**config.mk**
```make
export PLATFORM = sky130hd
export DESIGN_NAME = flp_burst_decoder_flat
export DESIGN_NICKNAME = d
export VERILOG_FILES = /design/src/rtl/flp_burst_decoder_if.sv /design/src/rtl/flp_burst_decoder.sv /design/src/flat_wrapper.sv
export SDC_FILE = /design/constraint.sdc
export NUM_CORES = 1
export LEC_CHECK = 0
export CORE_MARGIN = 10
export CORE_UTILIZATION = 25
export DETAILED_ROUTE_END_ITERATION = 7
export GPL_TIMING_DRIVEN = 0
export PLACE_DENSITY = 0.46
export SETUP_SLACK_MARGIN = 0.05
export SLEW_MARGIN = 40
export SYNTH_ARGS = -nofsm -noshare
export SYNTH_HDL_FRONTEND = slang
export SYNTH_SLANG_ARGS = --single-unit
```
**constraint.sdc**
```tcl
create_clock -name CLK16 -period 2.7 [get_ports CLK16]
set_input_delay 0.405 -clock CLK16 [delete_from_list [all_inputs] [get_ports CLK16]]
set_output_delay 0.405 -clock CLK16 [all_outputs]
set_load 0.01 [all_outputs]
```
**src/rtl/flp_burst_decoder_if.sv**
```systemverilog
// flp_burst_decoder_if: groups the decoder's line input and its decoded outputs.
//   RXp           raw receive pulse line (asynchronous to CLK16)
//   LCW           last valid link code word, bit 0 = first bit on the wire
//   LCW_VALID     one-cycle strobe, new word on LCW
//   NLP_DET       one-cycle strobe, isolated normal link pulse
//   BURST_ERR     one-cycle strobe, malformed burst
//   ABILITY_MATCH level, three consecutive identical valid words
// master: the decoder (consumes RXp, produces the decode results).
// slave : the line side / auto-negotiation arbiter.
interface flp_burst_decoder_if;
  logic        RXp;
  logic [15:0] LCW;
  logic        LCW_VALID;
  logic        NLP_DET;
  logic        BURST_ERR;
  logic        ABILITY_MATCH;

  modport master (input RXp, output LCW, LCW_VALID, NLP_DET, BURST_ERR, ABILITY_MATCH);
  modport slave  (output RXp, input LCW, LCW_VALID, NLP_DET, BURST_ERR, ABILITY_MATCH);
endinterface

```
**src/rtl/flp_burst_decoder.sv**
```systemverilog
// flp_burst_decoder: decodes fast-link-pulse bursts on RXp into 16-bit link
// code words, flags isolated normal link pulses, and tracks ability match.
//   CLK16  16 MHz clock
//   RSTn   asynchronous active-low reset, clears everything
//   bus    flp_burst_decoder_if.master (RXp in, LCW/strobes/ABILITY_MATCH out)
// Pulse intervals are measured between synchronised rising edges (PE), so the
// synchroniser latency cancels out of every window test.
module flp_burst_decoder #(
  parameter int D_MIN = 888,
  parameter int D_MAX = 1112,
  parameter int C_MIN = 1776,
  parameter int C_MAX = 2224
) (
  input  logic                CLK16,
  input  logic                RSTn,
  flp_burst_decoder_if.master bus
);
  localparam logic [11:0] DMIN = 12'(D_MIN);
  localparam logic [11:0] DMAX = 12'(D_MAX);
  localparam logic [11:0] CMIN = 12'(C_MIN);
  localparam logic [11:0] CMAX = 12'(C_MAX);
  localparam logic [11:0] DEND = 12'(D_MAX + 1);
  localparam logic [11:0] CEND = 12'(C_MAX + 1);

  typedef enum logic [1:0] {IDLE, EXP_D, EXP_C, ERR} state_e;

  logic        rx_meta_q, rx_sync_q, rx_prev_q;
  logic        pe;
  logic [11:0] gap_q, gap_d;
  state_e      state_q, state_d;
  logic [4:0]  bit_idx_q, bit_idx_d, clk_cnt_q, clk_cnt_d;
  logic [15:0] shift_q, shift_d, lcw_q;
  logic        lcw_valid_q, nlp_q, err_q, match_q;
  logic [1:0]  match_cnt_q, match_cnt_d;
  logic        set_valid, set_nlp, set_err, fault;
  logic        win_d, win_c, to_c, to_d;

  assign pe    = rx_sync_q & ~rx_prev_q;
  assign win_d = (gap_q >= DMIN) && (gap_q <= DMAX);
  assign win_c = (gap_q >= CMIN) && (gap_q <= CMAX);
  // A PE landing on the timeout tick wins over the timeout.
  assign to_c  = ~pe && (gap_q == CEND);
  assign to_d  = ~pe && (gap_q == DEND);

  // GAP holds the tick count since the last PE; the PE cycle itself is tick 0,
  // so the register is loaded with 1 and a PE-to-PE interval of N reads as N.
  assign gap_d = pe ? 12'd1 : ((gap_q == 12'hFFF) ? gap_q : gap_q + 12'd1);

  always_ff @(posedge CLK16 or negedge RSTn) begin
    if (!RSTn) begin
      rx_meta_q <= 1'b0;
      rx_sync_q <= 1'b0;
      rx_prev_q <= 1'b0;
      gap_q     <= '0;
      state_q   <= IDLE;
      bit_idx_q <= '0;
      clk_cnt_q <= '0;
      shift_q   <= '0;
    end else begin
      rx_meta_q <= bus.RXp;
      rx_sync_q <= rx_meta_q;
      rx_prev_q <= rx_sync_q;
      gap_q     <= gap_d;
      state_q   <= state_d;
      bit_idx_q <= bit_idx_d;
      clk_cnt_q <= clk_cnt_d;
      shift_q   <= shift_d;
    end
  end

  always_comb begin
    state_d   = state_q;
    bit_idx_d = bit_idx_q;
    clk_cnt_d = clk_cnt_q;
    shift_d   = shift_q;
    set_valid = 1'b0;
    set_nlp   = 1'b0;
    set_err   = 1'b0;
    fault     = 1'b0;
    case (state_q)
      IDLE: begin
        if (pe) begin
          state_d   = EXP_D;
          clk_cnt_d = 5'd1;
          bit_idx_d = '0;
          shift_d   = '0;
        end
      end
      EXP_D: begin
        if (pe) begin
          if (bit_idx_q == 5'd16) begin
            fault = 1'b1;
          end else if (win_d) begin
            shift_d[bit_idx_q[3:0]] = 1'b1;
            state_d = EXP_C;
          end else if (win_c) begin
            bit_idx_d = bit_idx_q + 5'd1;
            clk_cnt_d = clk_cnt_q + 5'd1;
          end else begin
            fault = 1'b1;
          end
        end else if (to_c) begin
          // End of burst: a full word, a lone pulse, or something malformed.
          state_d = IDLE;
          if (clk_cnt_q == 5'd17 && bit_idx_q == 5'd16) set_valid = 1'b1;
          else if (clk_cnt_q == 5'd1)                   set_nlp   = 1'b1;
          else                                          set_err   = 1'b1;
        end
      end
      EXP_C: begin
        if (pe) begin
          if (win_d) begin
            bit_idx_d = bit_idx_q + 5'd1;
            clk_cnt_d = clk_cnt_q + 5'd1;
            state_d   = EXP_D;
          end else begin
            fault = 1'b1;
          end
        end else if (to_d) begin
          fault = 1'b1;
        end
      end
      default: begin
        // ERR: stay silent until the line has been quiet for a full timeout.
        if (to_c) state_d = IDLE;
      end
    endcase
    if (fault) begin
      set_err = 1'b1;
      state_d = ERR;
    end
  end

  // lcw_q doubles as "previous valid word" for the match comparison.
  always_comb begin
    match_cnt_d = match_cnt_q;
    if (set_valid) begin
      if (shift_q == lcw_q && match_cnt_q != 2'd0)
        match_cnt_d = (match_cnt_q == 2'd3) ? 2'd3 : match_cnt_q + 2'd1;
      else
        match_cnt_d = 2'd1;
    end else if (set_err || set_nlp) begin
      match_cnt_d = 2'd0;
    end
  end

  always_ff @(posedge CLK16 or negedge RSTn) begin
    if (!RSTn) begin
      lcw_q       <= '0;
      lcw_valid_q <= 1'b0;
      nlp_q       <= 1'b0;
      err_q       <= 1'b0;
      match_cnt_q <= '0;
      match_q     <= 1'b0;
    end else begin
      lcw_valid_q <= set_valid;
      nlp_q       <= set_nlp;
      err_q       <= set_err;
      if (set_valid) lcw_q <= shift_q;
      match_cnt_q <= match_cnt_d;
      match_q     <= (match_cnt_d == 2'd3);
    end
  end

  assign bus.LCW           = lcw_q;
  assign bus.LCW_VALID     = lcw_valid_q;
  assign bus.NLP_DET       = nlp_q;
  assign bus.BURST_ERR     = err_q;
  assign bus.ABILITY_MATCH = match_q;
endmodule

```
**src/flat_wrapper.sv**
```systemverilog
// flat-port wrapper written by rule: the top's interface ports become plain ports
module flp_burst_decoder_flat 
#(
  parameter int D_MIN = 888,
  parameter int D_MAX = 1112,
  parameter int C_MIN = 1776,
  parameter int C_MAX = 2224
)
  (CLK16, RSTn, bus_RXp, bus_LCW, bus_LCW_VALID, bus_NLP_DET, bus_BURST_ERR, bus_ABILITY_MATCH);
  flp_burst_decoder_if bus_i ();
  input  logic CLK16;
  input  logic RSTn;
  input wire logic [$bits(bus_i.RXp)-1:0] bus_RXp;
  output wire logic [$bits(bus_i.LCW)-1:0] bus_LCW;
  output wire logic [$bits(bus_i.LCW_VALID)-1:0] bus_LCW_VALID;
  output wire logic [$bits(bus_i.NLP_DET)-1:0] bus_NLP_DET;
  output wire logic [$bits(bus_i.BURST_ERR)-1:0] bus_BURST_ERR;
  output wire logic [$bits(bus_i.ABILITY_MATCH)-1:0] bus_ABILITY_MATCH;
  assign bus_i.RXp = bus_RXp;
  assign bus_LCW = bus_i.LCW;
  assign bus_LCW_VALID = bus_i.LCW_VALID;
  assign bus_NLP_DET = bus_i.NLP_DET;
  assign bus_BURST_ERR = bus_i.BURST_ERR;
  assign bus_ABILITY_MATCH = bus_i.ABILITY_MATCH;
  flp_burst_decoder #(.D_MIN(D_MIN), .D_MAX(D_MAX), .C_MIN(C_MIN), .C_MAX(C_MAX)) u_core (.CLK16(CLK16), .RSTn(RSTn), .bus(bus_i));
endmodule
```
==> results of run 1 <==
layer usage:
layer	part of all wire, %	GRT usage (%)
met5	0	0
met4	1.4	3.81
met3	4.1	2.35
met2	44	12.8
met1	50	11.9
worst register-to-register path, delay by kind of cell (launching register included):
family / cells / cell delay [ns]
simple gates: 2 / 0.79
flops: 1 / 0.44
compound gates: 4 / 1.01
buf+inv: 1 / 0.19
where the power goes:
part / switching [mW] / leakage [nW] / internal (mW)
sequential: 0.0867 / 0.884 / 1.06
combinational: 0.546 / 0.837 / 0.341
clock: 0.447 / 0.143 / 0.717
total: 1.08 / 1.86 / 2.12
repair_timing:
| action | CTS | global route |
|---|---|---|
| buffers inserted | 0 | 0 |
| hold buffers | 1 | 0 |
| hold endpoints to repair | 14 | 0 |
| endpoints found under the setup margin | 25 | 34 |
| resized for setup | 4 | 7 |
area by class of cell:
| class | count | area [um2] |
|---|---|---|
| tap | 176 | 220 |
| multi-input combinational | 252 | 1740 |
| clock inverter | 6 | 68.8 |
| sequential | 65 | 1630 |
| timing repair buffer | 24 | 259 |
| fill | 1365 | 9050 |
| inverter | 9 | 33.8 |
| buffer | 15 | 67.6 |
| clock buffer | 10 | 229 |
cell usage after synthesis, drive strengths merged, types with 2 or more instances:
cell type / number / area (um2)
o31ai: 6 / 65.1
a21o: 2 / 15.0
inv: 9 / 33.8
xnor2: 14 / 123
nor3b: 2 / 15.0
clkbuf: 13 / 48.8
nor2: 43 / 161
and2: 11 / 68.8
ha: 13 / 163
a21oi: 21 / 105
nand2: 18 / 67.6
nor4: 4 / 25.0
nand4bb: 2 / 22.5
or3: 4 / 25.0
a31oi: 5 / 31.3
dfrtp: 65 / 1630
nor2b: 7 / 43.8
nand2b: 5 / 31.3
mux2: 16 / 180
nand3b: 2 / 15.0
nor4bb: 2 / 20.0
nand3: 13 / 65.1
xor2: 9 / 78.8
or2: 3 / 18.8
o21ai: 15 / 75.1
nand4: 4 / 25.0
nor3: 8 / 40.0
and3: 6 / 37.5
buf: 2 / 16.3
worst max path at each step:
| stage | slack (ns) | end | cells past startpoint |
|---|---|---|---|
| 3_5_place_dp | -0.49 | u_core.bus.LCW[8] | 8 |
| 6_report | 0.19 | u_core.bit_idx_q[3] | 7 |
| 3_3_place_gp | -1.10 | u_core.bus.LCW[11] | 1 |
| 4_1_cts | 0.05 | u_core.shift_q[2] | 7 |
| 5_1_grt | 0.05 | u_core.bit_idx_q[4] | 7 |
| 2_1_floorplan | 0.38 | u_core.bus.LCW[10] | 8 |
cell families (layout without fill, tap and decap cells):
| family | after synthesis | count (layout) | synth area share [%] |
|---|---|---|---|
| and+or+nand+nor | 136 | 136 | 20.6 |
| DFF | 65 | 65 | 47.7 |
| AOI/OAI and AO/OA | 64 | 64 | 12.9 |
| buffers and inverters | 24 | 64 | 2.90 |
| xor gates and xnor gates | 23 | 23 | 5.90 |
| muxes | 16 | 16 | 5.28 |
| adders and majority gates | 13 | 13 | 4.77 |
stage by stage:
| stage | instances | area (um2) | power (mW) |
|---|---|---|---|
| floorplan | 341 | 3410 | 1.78 |
| global placement | 539 | 3850 | 2.02 |
| detailed placement | 540 | 3890 | 2.04 |
| CTS | 557 | 4220 | 3.24 |
| global route | 557 | 4240 | 3.42 |
| finish | 557 | 4240 | 3.20 |
state kept, by name, summed over array words and instances, names as in the netlist:
signal and cells:
u_core.rx_prev_q 1, u_core.match_cnt_q 2, u_core.clk_cnt_q 5, u_core.rx_sync_q 1, u_core.bus.BURST_ERR 1, u_core.shift_q 16
u_core.bus.ABILITY_MATCH 1, u_core.state_q 2, u_core.bus.NLP_DET 1, u_core.bus.LCW_VALID 1, u_core.rx_meta_q 1, u_core.bus.LCW 16
u_core.gap_q 12, u_core.bit_idx_q 5
==> impl_metrics.yaml, run 1 <==
outcome:
  status: "finished clean"
critical_path:
  cpMaxStageDelayCell: "or4_4"
  slowest_delay_ns: 0.58
  start_kind: "register"
  cp_cell_sequence: "or4_4 > a2111oi_4 > o211ai_1 > a21o_1 > or2_1 > buf_2 > o31ai_2"
  end_kind: "register"
  cp_top_family: "compound AO/OA/AOI/OAI gates"
  cp-startpoint: "u_core.gap_q[0]"
  reg2reg_slack_ns: 0.19
  worst-setup-path-type: "reg -> reg"
  r2r-end: "u_core.bit_idx_q[3]"
  ff2ff_path_depth: 7
  crit_buf_inv: 1
  cp_max_fo: 8
  cp.arrival_ns: 2.75
  required_ns: 2.94
  worstReg2RegStart: "u_core.gap_q[0]"
place:
  gp_congestion: 0.773
  pre_cts_ws_ns: -0.494
  port_buffers: 22
  hpwl_um: 5730
route:
  drtIter0Drc: 186
  viasPerCell: 4.59
  postRouteAntennaNets: 0
  dr.pass1.iters: 4
  wl_per_cell_um: 14.1
  drcViolationCount: 0
  routed_wl_um: 7880
  vias: 2557
synthesis:
  synthCells: 341
  synth-edff-count: 0
  synth-seq-area-share_pct: 47.7
  synth-main-ff-cell: "dfrtp_1"
  yosys_warnings: 0
  synth_cell_type_count: 49
  synthArstFlopShare_pct: 100
  netlist_area_um2: 3410
  ys_ff_latch: 65
  avgSynthCellArea_um2: 10.0
  synth_fp_nets: 357
floorplan:
  die_area_um2: 18700
  rows: 42
  die_w_um: 137
  die_h_um: 137
  ios: 23
  initial_core_util_pct: 25.7
  core_area_um2: 13300
job:
  drv_cap: 0
pwr:
  leakagePower_nw: 1.86
  peakVddDrop_v: 0.000310
  cellPowerDensity_nw_per_um2: 755
global_routing:
  grt_max_degree: 52
  first_global_vias: 2548
  antenna_found_initial: 0
  grt_pass1_wl_um: 13200
  grt_usage_pct: 8.79
  grt_overflow: 0
timing:
  hold_slack_ns: 0.354
  hold_viol: 0
  tightest_slew_ns: 0.538
  setup_viol: 0
  drv_slew: 0
  clock.fmax_ghz: 0.399
  skew_ns: 0.00724
  rsz0062_at_grt: "no"
  fin_ws_ns: 0.195
  period_share_pct: 92.8
  relSlewSlack_pct: 64.0
  tns_ns: 0
  period_needed_ns: 2.51
clock_network:
  root_buffer: "clkbuf_16"
  cts_buffers: 9
  cts_tree: "done"
  clock_sinks: 65
  clockBufferDepth: 2
  cts_max_level: 3
  clkLatencyLatePin_ns: 0.33
  clk_pin_slew_ns: 0.06
worst_hold_path:
  hold_depth: 0
  min_from: "u_core.rx_meta_q"
  hp-class: "reg -> reg"
  whs_endpoint: "u_core.rx_sync_q"
cells_and_area:
  area_growth_pct: 24.2
  final_common_cell: "dfrtp_1"
  fin_nets: 392
  diodes: 0
  finish.utilization_pct: 31.9
  most-common-layout-cells: "dfrtp_1, nor2_1, a21oi_1, clkdlybuf4s50_1, nand2_1"
  drive_gt1_share_pct: 14.2
No activity file was read; power rests on OpenSTA's default activity.
==> run 2, diff against run 1 <==
--- a/config.mk
+++ b/config.mk
@@ -8,8 +8,9 @@
 export CORE_MARGIN = 10
 export CORE_UTILIZATION = 25
 export DETAILED_ROUTE_END_ITERATION = 7
+export DONT_BUFFER_PORTS = 1
 export GPL_TIMING_DRIVEN = 0
-export PLACE_DENSITY = 0.46
+export PLACE_DENSITY = 0.44
 export SETUP_SLACK_MARGIN = 0.05
 export SLEW_MARGIN = 40
 export SYNTH_ARGS = -nofsm -noshare
==> run 2 against run 1 <==
  * Die area unchanged
  * Critical path depth unchanged
  * Sequential share of layout area increased by 2.1 points
  * Worst hold slack got worse by 0.25 ns
==> impl_metrics.yaml, run 2 (synthesis gave the netlist of run 1 again) <==
pwr:
  power_frac_clock_pct: 36.8
  peakVddDrop_v: 0.000325
  seqPwrFrac_pct: 36.0
  switching_share_pct: 34.3
  internal-power_mw: 2.11
  p_comb_share_pct: 27.2
  p_total_mw: 3.22
  leakagePower_nw: 1.79
  cellPowerDensity_nw_per_um2: 799
  switchingPower_mw: 1.10
floorplan:
  rows: 42
  die_area_um2: 18700
  die_w_um: 137
  ios: 23
  die_h_um: 137
  initial_core_util_pct: 25.7
  core_area_um2: 13300
timing:
  tightest_slew_ns: 0.516
  rsz0062_at_grt: "no"
  period_needed_ns: 2.52
  period_share_pct: 93.5
  setup_viol: 0
  drv_slew: 0
  tns_ns: 0
  fin_ws_ns: 0.175
  clock.fmax_ghz: 0.396
  relSlewSlack_pct: 65.3
  hold_viol: 0
  skew_ns: 0.0103
cells_and_area:
  most-common-layout-cells: "dfrtp_1, nor2_1, a21oi_1"
  area_growth_pct: 17.9
  fin_nets: 370
  instances_no_fill: 536
  stdcell_area_um2: 4030
  final_common_cell: "dfrtp_1"
  drive_gt1_share_pct: 15.0
place:
  hpwl_um: 5540
  dpl_cell_area_um2: 3640
  port_buffers: 0
  place_inst: 517
  pre_cts_ws_ns: -0.470
  gp_congestion: 0.758
critical_path:
  cp_max_fo: 8
  cp.arrival_ns: 2.76
  required_ns: 2.94
  end_kind: "register"
  start_kind: "register"
  worst-setup-path-type: "reg -> reg"
worst_hold_path:
  hp-class: "in -> reg"
clock_network:
  clockBufferDepth: 2
  postCtsSetupRepairBufs: 0
  cts_tree: "done"
  clock_sinks: 65
  clk_pin_slew_ns: 0.06
  cts_buffers: 9
  root_buffer: "clkbuf_16"
  clkLatencyLatePin_ns: 0.33
  cts_max_level: 3
route:
  viasPerCell: 4.63
  drcViolationCount: 0
  routed_wl_um: 7880
  vias: 2483
  dr.pass1.iters: 4
  wl_per_cell_um: 14.7
  postRouteAntennaNets: 0
  drtIter0Drc: 109
global_routing:
  antenna_found_initial: 1
  first_global_vias: 2400
  grt_usage_pct: 9.01
  grt_pass1_wl_um: 13200
  grt_max_degree: 66
  grt_overflow: 0
outcome:
  status: "finished clean"
job:
  drv_cap: 0
## run 2: cell type report
cell class	count	area [um2]
Tap cell	176	220
Inverter	9	33.8
Multi-Input combinational cell	252	1730
Clock inverter	7	77.6
Sequential cell	65	1630
Clock buffer	9	225
Fill cell	1358	9270
Buffer	15	68.8
Timing Repair Buffer	2	37.5
Antenna cell	1	2.50
## run 2: worst paths after layout
kind,slack [ns],start,end,cells after the start
max in group asynchronous,1.75,RSTn,u_core.bus.LCW[12],2
worst min register to register,0.36,u_core.rx_meta_q,u_core.rx_sync_q,0
worst min-delay path,0.10,bus_RXp,u_core.rx_meta_q,0
worst max-delay path,0.18,u_core.gap_q[0],u_core.bit_idx_q[4],7
min in group asynchronous,0.65,RSTn,u_core.gap_q[11],2
worst max register to register,0.18,u_core.gap_q[0],u_core.bit_idx_q[4],7
## run 2: metal layers
| layer | GRT usage, % | part of all wire, % | vias up |
|---|---|---|---|
| li1 | - | - | 1229 |
| met1 | 12.5 | 50 | 1205 |
| met2 | 12.7 | 44 | 39 |
| met3 | 2.49 | 4.7 | 10 |
| met4 | 4.04 | 1.6 | 0 |
| met5 | 0 | 0 | - |
## run 2: through the flow
step	hold slack (ns)	util [%]
floorplan	0.109	-
global placement	0.113	27.3
detailed placement	0.114	27.4
CTS	0.0916	30.2
global route	0.0856	30.3
finish	0.103	30.3
## run 2: what timing repair did
action                                 CTS  global route
setup endpoints to repair               33            33
pin swaps                                0             1
gates resized for setup                  6             6
hold buffers                             2             0
endpoints found under the hold margin   65             0
## run 2: critical path, cell delays in order (launching register included)
cell and delay [ns]:
dfrtp_1 0.44, or4_4 0.58, a2111oi_4 0.41, o211ai_1 0.15
a21o_1 0.23, or2_1 0.20, buf_2 0.19, o31ai_2 0.24
## run 2: power by group through the flow
| stage | registers, mW | clock network (mW) | logic (mW) |
|---|---|---|---|
| floorplan | 1.15 | 0 | 0.632 |
| global placement | 1.17 | 0 | 0.817 |
| detailed placement | 1.17 | 0 | 0.834 |
| CTS | 1.16 | 1.22 | 0.872 |
| global route | 1.17 | 1.27 | 0.990 |
| finish | 1.16 | 1.18 | 0.875 |
==> run 3, diff against run 2 <==
--- a/config.mk
+++ b/config.mk
@@ -5,10 +5,12 @@
 export SDC_FILE = /design/constraint.sdc
 export NUM_CORES = 1
 export LEC_CHECK = 0
+export ABC_AREA = 1
 export CORE_MARGIN = 10
 export CORE_UTILIZATION = 25
 export DETAILED_ROUTE_END_ITERATION = 7
 export DONT_BUFFER_PORTS = 1
+export GPL_ROUTABILITY_DRIVEN = 0
 export GPL_TIMING_DRIVEN = 0
 export PLACE_DENSITY = 0.44
 export SETUP_SLACK_MARGIN = 0.05
==> run 3 against run 2 <==
  * Power up 4.6%
  * Worst hold slack worse by 0.0040 ns
  * Synthesized cell count up 22%
  * Global-route usage down 0.19 points
  * Via count up 11%
  * Sequential cell count unchanged
  * Wire length up 2.7%
  * Sequential share of layout area down 0.35 points
  * Critical path type unchanged
  * Sequential power up 3%
  * Synthesized area up 2.8%
  * Die area up 2.4%
  * Highest routed layer unchanged
  * Critical path depth up 3
==> impl_metrics.yaml, run 3 <==
clock_network:
  clock_sinks: 65
  root_buffer: "clkbuf_16"
  clockBufferDepth: 2
  clkLatencyLatePin_ns: 0.34
  postCtsSetupRepairBufs: 0
  cts_tree: "done"
  cts_buffers: 9
  clk_pin_slew_ns: 0.05
  cts_max_level: 3
timing:
  clock.fmax_ghz: 0.477
  period_share_pct: 77.6
  relSlewSlack_pct: 67.0
  hold_viol: 0
  tightest_slew_ns: 0.495
  setup_viol: 0
  skew_ns: 0.00932
  drv_slew: 0
  tns_ns: 0
  rsz0062_at_grt: "no"
  period_needed_ns: 2.10
synthesis:
  synth_area_leaders: "dfrtp_1, nand2_1, inv_1, ha_1, nand4_1"
  yosys-top-cells-count: "nand2_1, dfrtp_1, inv_1, a21oi_1, nand4_1"
  yosys.area.top_type: "dfrtp_1"
  synth_cell_type_count: 36
  synthCells: 416
  ys_ff_latch: 65
  netlist_area_um2: 3510
  yosys_warnings: 0
  synth-edff-count: 0
  synth_fp_nets: 432
  yosysMostFrequentCell: "nand2_1"
  avgSynthCellArea_um2: 8.43
  synth_top_area_share_pct: 46.4
  synth-seq-area-share_pct: 46.4
  synthArstFlopShare_pct: 100
  synth-main-ff-cell: "dfrtp_1"
route:
  postRouteAntennaNets: 0
  routed_wl_um: 8090
  dr.pass1.iters: 4
  vias: 2767
  drtIter0Drc: 148
  viasPerCell: 4.51
  drcViolationCount: 0
  wl_per_cell_um: 13.2
critical_path:
  cp_max_fo: 5
  crit_buf_inv: 2
  start_kind: "register"
  worst-setup-path-type: "reg -> reg"
  cpMaxStageDelayCell: "dfrtp_1"
  cp_top_family: "simple AND/OR/NAND/NOR gates"
  reg2reg_slack_ns: 0.60
  r2r-end: "u_core.bus.ABILITY_MATCH"
  end_kind: "register"
  ff2ff_path_depth: 10
  required_ns: 2.98
  cp.arrival_ns: 2.37
  cpMostUsedCell: "nand2_1"
  worstReg2RegStart: "u_core.bit_idx_q[0]"
  slowest_delay_ns: 0.39
  cp_cell_sequence: "inv_1 > ha_1 > nand2_1 > nor2_1 > nand3b_1 > nor3_1 > o2111ai_1 > nand2_1 > nand2_1 > inv_1"
worst_hold_path:
  min_from: "bus_RXp"
  whs_endpoint: "u_core.rx_meta_q"
  hold_depth: 0
  hp-class: "in -> reg"
global_routing:
  antenna_found_initial: 0
  grt_overflow: 0
  first_global_vias: 2779
  grt_usage_pct: 8.82
  grt_pass1_wl_um: 14100
  grt_max_degree: 66
cells_and_area:
  instances_no_fill: 614
  most-common-layout-cells: "nand2_1, dfrtp_1, inv_1"
  final_common_cell: "nand2_1"
  finish.utilization_pct: 29.4
  fin_nets: 445
  diodes: 0
  drive_gt1_share_pct: 12.0
  area_growth_pct: 15.7
  stdcell_area_um2: 4060
pwr:
  leakagePower_nw: 1.84
  peakVddDrop_v: 0.000361
  cellPowerDensity_nw_per_um2: 828
floorplan:
  initial_core_util_pct: 25.4
  die_area_um2: 19200
  core_area_um2: 13800
  rows: 43
  die_h_um: 138
  die_w_um: 138
  ios: 23
job:
  drv_cap: 0
place:
  dpl_cell_area_um2: 3730
  hpwl_um: 5890
  place_inst: 596
  port_buffers: 0
outcome:
  status: "finished clean"
## run 3: metal layers
layer / routed length [um] / track usage (%) / part of all wire [%]
met1: 3980 / 11.0 / 49
met2: 3590 / 13.4 / 44
met3: 328 / 2.53 / 4.1
met4: 190 / 4.83 / 2.3
met5: 0 / 0 / 0
## run 3: kinds of logic after synthesis
group | share of synthesized area, %
AND/OR/NAND/NOR | 25.2
AO/OA/AOI/OAI | 11.8
adder cells (fa/ha/maj) | 4.64
buffers and inverters | 8.42
XOR/XNOR | 3.50
flip-flops | 46.4
## run 3: worst max-delay path by stage
stage / from / end / slack [ns] / depth (start not counted)
floorplan: u_core.bit_idx_q[0] / u_core.bus.LCW[5] / 1.00 / 10
global placement: u_core.bit_idx_q[0] / u_core.bus.LCW[14] / 0.59 / 10
detailed placement: u_core.bit_idx_q[0] / u_core.bus.LCW[12] / 0.57 / 10
CTS: u_core.bit_idx_q[0] / u_core.bus.LCW[12] / 0.56 / 10
global route: u_core.bit_idx_q[0] / u_core.bus.LCW[2] / 0.34 / 10
finish: u_core.bit_idx_q[0] / u_core.bus.ABILITY_MATCH / 0.60 / 10
## run 3: metrics by stage
step,hold WS (ns),power (mW),setup WS (ns)
2_1_floorplan,0.109,1.99,1.00
3_3_place_gp,0.112,2.21,0.590
3_5_place_dp,0.112,2.23,0.568
4_1_cts,0.0836,3.43,0.558
5_1_grt,0.0817,3.62,0.344
6_report,0.0990,3.36,0.604
## run 3: where the power goes
part           switching, mW  leakage (nW)  internal [mW]  total [mW]
combinational          0.665         0.822          0.356        1.02
sequential            0.0968         0.881           1.11        1.20
clock                  0.424         0.139          0.713        1.14
total                   1.19          1.84           2.18        3.36
## run 3: timing repair
item / 4_1_cts / 5_1_grt
hold buffers: 2 / 0
resized for setup: 0 / 0
endpoints found under the hold margin: 65 / 0
## run 3: cell type report
class                           instances  area [um2]
Sequential cell                        65        1630
Multi-Input combinational cell        279        1590
Timing Repair Buffer                    2        37.5
Clock buffer                           11         233
Fill cell                            1464        9770
Tap cell                              180         225
Inverter                               62         235
Clock inverter                          5        56.3
Buffer                                 10        60.1
